==> src/rtl/decoder_pkg.sv <==
// Shared types and helpers for the registered one-hot decoder with scan mode.
package decoder_pkg;

    typedef enum logic [1:0] {
        ST_IDLE   = 2'd0,
        ST_DIRECT = 2'd1,
        ST_SCAN   = 2'd2
    } state_e;

    localparam logic MODE_DIRECT = 1'b0;
    localparam logic MODE_SCAN   = 1'b1;

    // Bits needed to count 0..v-1, never less than one so DWELL=1 still has a flop.
    function automatic int unsigned clog2_min1(input int unsigned v);
        int unsigned w;
        w = 0;
        while ((64'd1 << w) < 64'(v)) begin
            w = w + 1;
        end
        return (w == 0) ? 1 : w;
    endfunction

endpackage

==> src/rtl/dwell_counter.sv <==
// Dwell timer: counts 0..DWELL-1 while run is high and flags the last count.
module dwell_counter
    import decoder_pkg::*;
#(
    parameter int unsigned DWELL = 4
) (
    input  logic clk,
    input  logic rst_n,
    input  logic clr,
    input  logic run,
    output logic tick
);

    localparam int unsigned   CW   = clog2_min1(DWELL);
    localparam logic [CW-1:0] LAST = CW'(DWELL - 1);

    logic [CW-1:0] cnt_q;
    logic [CW-1:0] cnt_d;

    assign tick = run && (cnt_q == LAST);

    always_comb begin
        cnt_d = cnt_q;
        if (clr) begin
            cnt_d = '0;
        end else if (run) begin
            cnt_d = tick ? '0 : cnt_q + 1'b1;
        end
    end

    always_ff @(posedge clk or negedge rst_n) begin
        if (!rst_n) begin
            cnt_q <= '0;
        end else begin
            cnt_q <= cnt_d;
        end
    end

endmodule

==> src/rtl/decoder_scan.sv <==
// Registered N-to-2^N one-hot decoder with direct and dwell-timed scan modes.
module decoder_scan
    import decoder_pkg::*;
#(
    parameter int unsigned N          = 3,
    parameter int unsigned DWELL      = 4,
    parameter bit          ACTIVE_LOW = 1'b0
) (
    input  logic              clk,
    input  logic              rst_n,
    input  logic              en,
    input  logic              mode,
    input  logic [N-1:0]      in,
    input  logic              load,
    output logic [2**N-1:0]   out,
    output logic [N-1:0]      idx,
    output logic              valid,
    output logic              wrap
);

    localparam int unsigned     OUTS     = 2**N;
    localparam logic [OUTS-1:0] INACTIVE = {OUTS{ACTIVE_LOW}};
    localparam logic [OUTS-1:0] ONE      = OUTS'(1);

    state_e          state_q, state_d;
    logic [N-1:0]    pos_q, pos_d;
    logic [N-1:0]    idx_q, idx_d;
    logic [OUTS-1:0] out_q, out_d;
    logic            valid_q, valid_d;
    logic            wrap_q, wrap_d;
    logic            run, clr, tick;

    always_comb begin
        state_d = ST_IDLE;
        if (en) begin
            case (mode)
                MODE_DIRECT: state_d = ST_DIRECT;
                MODE_SCAN:   state_d = ST_SCAN;
                default:     state_d = ST_IDLE;
            endcase
        end
    end

    // The timer only advances while scan continues; entry, exit and load restart it.
    assign run = (state_q == ST_SCAN) && (state_d == ST_SCAN);
    assign clr = !run || load;

    dwell_counter #(
        .DWELL (DWELL)
    ) u_dwell (
        .clk   (clk),
        .rst_n (rst_n),
        .clr   (clr),
        .run   (run),
        .tick  (tick)
    );

    always_comb begin
        pos_d   = pos_q;
        idx_d   = idx_q;
        out_d   = INACTIVE;
        valid_d = 1'b0;
        wrap_d  = 1'b0;
        case (state_d)
            ST_DIRECT: begin
                idx_d   = in;
                out_d   = (ONE << in) ^ INACTIVE;
                valid_d = 1'b1;
            end
            ST_SCAN: begin
                if (load) begin
                    pos_d = in;
                end else if (tick) begin
                    pos_d  = pos_q + 1'b1;
                    wrap_d = (pos_q == '1);
                end
                idx_d   = pos_d;
                out_d   = (ONE << pos_d) ^ INACTIVE;
                valid_d = 1'b1;
            end
            default: ;
        endcase
    end

    always_ff @(posedge clk or negedge rst_n) begin
        if (!rst_n) begin
            state_q <= ST_IDLE;
            pos_q   <= '0;
            idx_q   <= '0;
            out_q   <= INACTIVE;
            valid_q <= 1'b0;
            wrap_q  <= 1'b0;
        end else begin
            state_q <= state_d;
            pos_q   <= pos_d;
            idx_q   <= idx_d;
            out_q   <= out_d;
            valid_q <= valid_d;
            wrap_q  <= wrap_d;
        end
    end

    assign out   = out_q;
    assign idx   = idx_q;
    assign valid = valid_q;
    assign wrap  = wrap_q;

endmodule
==> config.mk <==
export PLATFORM = sky130hd
export DESIGN_NAME = decoder_scan
export DESIGN_NICKNAME = d
export VERILOG_FILES = /design/src/rtl/decoder_pkg.sv /design/src/rtl/dwell_counter.sv /design/src/rtl/decoder_scan.sv
export SDC_FILE = /design/constraint.sdc
export NUM_CORES = 1
export LEC_CHECK = 0
export CAP_MARGIN = 20
export CORE_MARGIN = 10
export CORE_UTILIZATION = 50
export CTS_BUF_LIST = sky130_fd_sc_hd__clkbuf_4
export CTS_CLUSTER_DIAMETER = 200
export DETAILED_ROUTE_END_ITERATION = 8
export MAX_ROUTING_LAYER = met4
export PLACE_DENSITY = 0.89
export SLEW_MARGIN = 10
export SYNTH_ARGS = -nofsm -noshare
export SYNTH_HDL_FRONTEND = slang
export SYNTH_SLANG_ARGS = --single-unit
==> constraint.sdc <==
create_clock -name clk -period 2.2 [get_ports clk]
set_clock_uncertainty 0.15 [all_clocks]
set_input_delay 0.44 -clock clk [delete_from_list [all_inputs] [get_ports clk]]
set_output_delay 0.44 -clock clk [all_outputs]
set_load 0.01 [all_outputs]
==> run metrics, run 1 <==
Power Density=627 mW/mm²; # DRC=0; Int Pwr=~0.53 mW; relative slew slack=77.7%; WP data arrival=1.95 ns; vias=between 600 and 700; core area=about 0.0017 mm²; Chip Height=62.5 µm; post-synthesis register bit count=20; gr ovfl total=0; P_leak=between 0.5 and 0.6 nW; TNS Setup=0 ns; Peak supply drop=0.407 mV; switching power=roughly 0.19 mW; most common cell in the netlist=dfrtp_1; Util after Layout=66.5%; H-tree depth=1; GRT Total Usage=10.2%; Clk pwr share=roughly a quarter; Port Buf Inserts=20; CTS max path bufs=2; Hold Crit Class=register to register; Final #Nets=roughly 110; largest net degree at the start of global routing=21; top post-synthesis cells by area=dfrtp_1 55%, nor3_1 5.5%, ha_1 4.2%; worst hold path startpoint=u_dwell.cnt_q[0]$_DFFE_PN0P_; first-pass GRT wire length=around 3000 µm; Post-Synthesis Cells=76; post-cts resize count=0; P&R area growth vs syn=27.3%; Final WS setup=slightly above 0.3 ns; CTS tree=built; fraction of registers with async set or reset after synthesis=100%; Top FF cell, synth=dfrtp_1; die area=around 0.0039 mm²; Antenna Cells=0; Hold Path Depth=1; CP required=2.26 ns; clock root buffer master=clkbuf_4; initial antenna violation count=0; Critical Path Fanout Max=5; CP Launch Type=register; Detailed Place HPWL=1450 µm; Mapped Avg Cell Area=11.9 µm²; Num CTS Buffers=3; combinational power share=between 20% and 30%; Clk Latency, worst-skew pair=~0.30 ns; Switching Fraction=26.7%; Synth warnings=0; DRT antenna net count=0; Final Setup Violations=0; R2R cell count=5; CTS Sinks=20; synth cell count leaders=20 x dfrtp_1, 10 x nor3_1, 6 x nand2_1; Mapped Area=approximately 900 µm²; Final Slew Violations=0; Synth area leader=dfrtp_1; CP endpoint kind=register; number of synthesized flops with an enable pin=0; I/O pins=21; GPL Wtd Cong=0.893; Sequential Power Share=56.6%; Post-Route WL=1870 µm; clk slew on worst S/H paths=approximately 0.10 ns; Avg WL per Cell=~15 µm; pre-CTS WS=a little under 0.08 ns; Worst R2R Start=pos_q[0]$_DFFE_PN0N_; RSZ-0062 raised after global routing=false; capture point of the worst reg-to-reg path=out[2]$_DFF_PN0_; share of Yosys cell area claimed by the top area cell type=between 50% and 60%; Seq/Total Area, Yosys=around 55%; outcome=complete, no violations; initial core utilization=52.2%; 1st-iter DRT viols=7; Die Wd=~62 µm; layout cells sized above 1=around 15%; Pre-Repair DR Iteration Count=4; reg2reg setup slack=approximately 0.31 ns; FMAX=approximately 530 MHz; Slew @ Worst Pin=~0.33 ns; postcts setup bufs=0; max cap viols=0; final count of hold timing violations=0; syn_nets=between 80 and 90; Distinct cells, synth=28; WHS Endpoint=u_dwell.cnt_q[0]$_DFFE_PN0P_; vias per cell=5.37; Site Rows=15; critical path type=register to register; Tcrit/Tclk final=86.0%; vias in the first global route=664; CTS Hold Bufs=0; post-route minimum period=between 1.5 and 2 ns
[final cells by class]
| type | instances | area (µm²) |
|---|---|---|
| inverter | 1 | 3.75 |
| tap | 25 | 31.3 |
| timing repair buffer | 23 | 223 |
| sequential | 20 | 500 |
| fill | 145 | 578 |
| multi-input combinational | 51 | 368 |
| clock buffer | 3 | 22.5 |
[sequential cells by signal, summed over array words and instances (netlist names)]
name and count:
wrap 1, valid 1, idx 3, state_q 2, pos_q 3, out 8, u_dwell.cnt_q 2
[worst max path at each step]
stage | slack, ns | end | start | cells past startpoint
6_report | 0.31 | out[2]$_DFF_PN0_ | pos_q[0]$_DFFE_PN0N_ | 5
5_1_grt | 0.28 | out[2]$_DFF_PN0_ | pos_q[0]$_DFFE_PN0N_ | 5
4_1_cts | 0.31 | out[2]$_DFF_PN0_ | pos_q[0]$_DFFE_PN0N_ | 5
3_5_place_dp | 0.08 | out[2]$_DFF_PN0_ | load | 5
3_3_place_gp | 0.19 | out[7]$_DFF_PN0_ | load | 5
2_1_floorplan | 0.54 | idx[0]$_DFFE_PN0P_ | u_dwell.cnt_q[0]$_DFFE_PN0P_ | 6
[power by group through the flow]
stage	registers [mW]	logic (mW)	clock network [mW]
finish	0.407	0.144	0.169
global route	0.411	0.157	0.185
CTS	0.407	0.146	0.175
detailed placement	0.415	0.145	0
global placement	0.413	0.139	0
floorplan	0.419	0.0718	0
[layer usage]
layer / track usage [%] / vias up / wire, µm
li1: - / 320 / -
met1: 10.1 / 317 / 794
met2: 16.7 / 19 / 947
met3: 2.87 / 5 / 70
met4: 7.54 / 0 / 59
met5: - / - / 0
[worst max-delay path: stages (launching register included)]
cell and delay [ns]:
dfrtp_1 0.45, ha_1 0.23, ha_1 0.29, mux2i_1 0.28, a21oi_2 0.16, nor3_1 0.25
[through the flow]
step	cells	hold WS, ns	cell area, µm²	total power [mW]
2_1_floorplan	76	-0.00559	902	0.491
3_3_place_gp	120	0.277	1130	0.552
3_5_place_dp	120	0.286	1130	0.559
4_1_cts	123	0.301	1150	0.728
5_1_grt	123	0.308	1150	0.752
6_report	123	0.301	1150	0.721
[placed cells by master, fill, tap and decap left out, types with 2 or more instances in the layout]
cell              n
a21o_1            2
a21oi_1           3
a21oi_2           2
a221o_1           2
and3_1            3
buf_4             3
clkbuf_4          3
clkdlybuf4s50_1  20
dfrtp_1          20
ha_1              3
mux2_2            2
nand2_1           6
nand3_1           2
nor2_1            2
nor2b_1           2
nor3_1           10
o21ai_0           2
[kinds of logic (layout without fill, tap and decap cells)]
logic type	after synthesis	after routing	share of synthesized area [%]
simple gates	29	29	17.5
flops	20	20	55.5
compound gates	15	15	13.7
buf+inv	5	27	3.74
fa+ha+maj	3	3	4.16
mux	3	3	3.61
xor+xnor	1	1	1.80
No activity file was read; power rests on OpenSTA's default activity.
==> run 2, diff against run 1 <==
--- a/config.mk
+++ b/config.mk
@@ -6,13 +6,16 @@
 export NUM_CORES = 1
 export LEC_CHECK = 0
 export CAP_MARGIN = 20
+export CELL_PAD_IN_SITES_DETAIL_PLACEMENT = 2
+export CELL_PAD_IN_SITES_GLOBAL_PLACEMENT = 2
 export CORE_MARGIN = 10
-export CORE_UTILIZATION = 50
+export CORE_UTILIZATION = 33
 export CTS_BUF_LIST = sky130_fd_sc_hd__clkbuf_4
 export CTS_CLUSTER_DIAMETER = 200
 export DETAILED_ROUTE_END_ITERATION = 8
+export GPL_TIMING_DRIVEN = 0
 export MAX_ROUTING_LAYER = met4
-export PLACE_DENSITY = 0.89
+export PLACE_DENSITY = 0.9
 export SLEW_MARGIN = 10
 export SYNTH_ARGS = -nofsm -noshare
 export SYNTH_HDL_FRONTEND = slang
==> run 2 against run 1 <==
Compared with the run above:
- register-to-register slack better by 0.02 ns
- worst hold slack worse by 0.029 ns
- wire length up 26%
- first-iteration DRC count up 130%
- critical endpoint is now idx[1]$_DFFE_PN0P_
==> run metrics, run 2 (synthesis results as in run 1) <==
outcome=complete, no violations; DRT antenna net count=0; die area=~0.0052 mm²; most common cell after layout, fill and taps aside=dfrtp_1; GPL Wtd Cong=0.754; post-cts resize count=0; 1st-iter DRT viols=16; Final WS setup=0.318 ns; TNS Setup=0 ns; Util after Layout=a little under half; Antenna Cells=0; Crit. path cell count=5; CTS max path bufs=2; Tcrit/Tclk final=a little under nine tenths; clock root buffer master=clkbuf_4; non-filler instance count after layout=between 100 and 150; largest net degree at the start of global routing=21; CP required=roughly 2.2 ns; number of flip-flops under the largest register name=8; P&R area growth vs syn=28.2%; relative slew slack=between 40% and 50%; Die Wd=~72 µm; I/O pins=21; Clk Latency, worst-skew pair=0.29 ns; CTS Hold Bufs=0; critical path cell sequence=clkdlybuf4s50_1 -> and3b_4 -> buf_6 -> a31oi_4 -> mux2_2; Avg WL per Cell=18.3 µm; max incr delay on CP=between 0.5 and 0.6 ns; post-route minimum period=1.88 ns; Worst path top cell family by delay=buffers and inverters; Peak supply drop=a little over 0.4 mV; met3 wire len=roughly 110 µm; Final Slew Violations=0; final count of hold timing violations=0; Site Rows=18; P_leak=roughly 0.52 nW; GRT Total Usage=roughly a tenth; slowest cell on the critical path=clkdlybuf4s50_1; WP data arrival=about 1.9 ns; CTS Sinks=20; WL met2=roughly 1200 µm; core area=0.00254 mm²; Critical Path Source=load; Port Buf Inserts=19; Final Setup Violations=0; # DRC=0; initial antenna violation count=0; Max Used Layer=met4; vias in the first global route=roughly 800; Final #Nets=approximately 110; Num CTS Buffers=3; R2R cell count=5; Power Density=roughly 630 mW/mm²; reg2reg setup slack=between 0.3 and 0.4 ns; Hold Path Depth=2; CTS tree=built; worst hold path startpoint=en; Slew @ Worst Pin=a little under 0.9 ns; RSZ-0062 raised after global routing=false; pre-CTS WS=around 0.013 ns; critical path type=primary input to register; Hold Crit Class=primary input to register; postcts setup bufs=0; layout cells sized above 1=around 15%; Fin Hold WS=~0.27 ns; placed insts=125; Chip Height=between 70 and 80 µm; vias per cell=5.28; FMAX=approximately 530 MHz; Critical Path Fanout Max=10; clk slew on worst S/H paths=between 0.1 and 0.15 ns; Worst R2R Start=pos_q[0]$_DFFE_PN0N_; vias=681; most frequent cells in the layout=20 x dfrtp_1, 19 x clkdlybuf4s50_1, 10 x nor3_1; Pre-Repair DR Iteration Count=4; first-pass GRT wire length=4070 µm; Detailed Place HPWL=between 1500 and 2000 µm; WP buf/inv=2; initial core utilization=a little over a third; H-tree depth=1; Post-Route WL=between 2000 and 2500 µm; max cap viols=0; gr ovfl total=0; CP Launch Type=primary input; CP endpoint kind=register; M1 WL=997 µm
-- run 2: worst register-to-register path, stage by stage, from the launching register on --
cell,delay [ns]
dfrtp_1,0.46
ha_1,0.24
ha_1,0.29
mux2i_1,0.27
a21oi_2,0.16
nor3_1,0.22
-- run 2: power by group --
group / switching (mW) / total [mW] / internal, mW
combinational: 0.0752 / 0.147 / 0.0719
sequential: 0.0194 / 0.410 / 0.391
clock: 0.106 / 0.172 / 0.0660
total: 0.201 / 0.729 / 0.529
-- run 2: final timing paths --
kind	end
worst max-delay path	idx[1]$_DFFE_PN0P_
worst min register to register	u_dwell.cnt_q[0]$_DFFE_PN0P_
min in group asynchronous	idx[2]$_DFFE_PN0P_
worst max register to register	out[2]$_DFF_PN0_
max in group asynchronous	out[1]$_DFF_PN0_
worst min-delay path	valid$_DFF_PN0_
-- run 2: area by class of cell --
type / instances / area (µm²)
flip-flops and latches: 20 / 500
inverters: 1 / 3.75
repair buffers: 19 / 190
plain buffers: 4 / 30.0
well taps: 30 / 37.5
clock buffers: 3 / 22.5
fillers: 264 / 1390
clock inverters: 1 / 3.75
multi-input cells: 51 / 368
-- run 2: stage by stage --
| stage | power, mW | instance area (µm²) |
|---|---|---|
| floorplan | 0.491 | 902 |
| global placement | 0.553 | 1130 |
| detailed placement | 0.566 | 1130 |
| CTS | 0.742 | 1160 |
| global route | 0.781 | 1160 |
| finish | 0.729 | 1160 |
-- run 2: per-layer routing --
metal | up-vias | GRT usage, %
li1 | 321 | -
met1 | 345 | 10.7
met2 | 13 | 17.1
met3 | 2 | 2.72
met4 | 0 | 3.23
met5 | - | -
==> run 3, diff against run 2 <==
--- a/config.mk
+++ b/config.mk
@@ -16,6 +16,7 @@
 export GPL_TIMING_DRIVEN = 0
 export MAX_ROUTING_LAYER = met4
 export PLACE_DENSITY = 0.9
+export SKIP_LAST_GASP = 1
 export SLEW_MARGIN = 10
 export SYNTH_ARGS = -nofsm -noshare
 export SYNTH_HDL_FRONTEND = slang
==> results of run 3 <==
No change in the layout: final DEF, timing and power equal those of run 2.
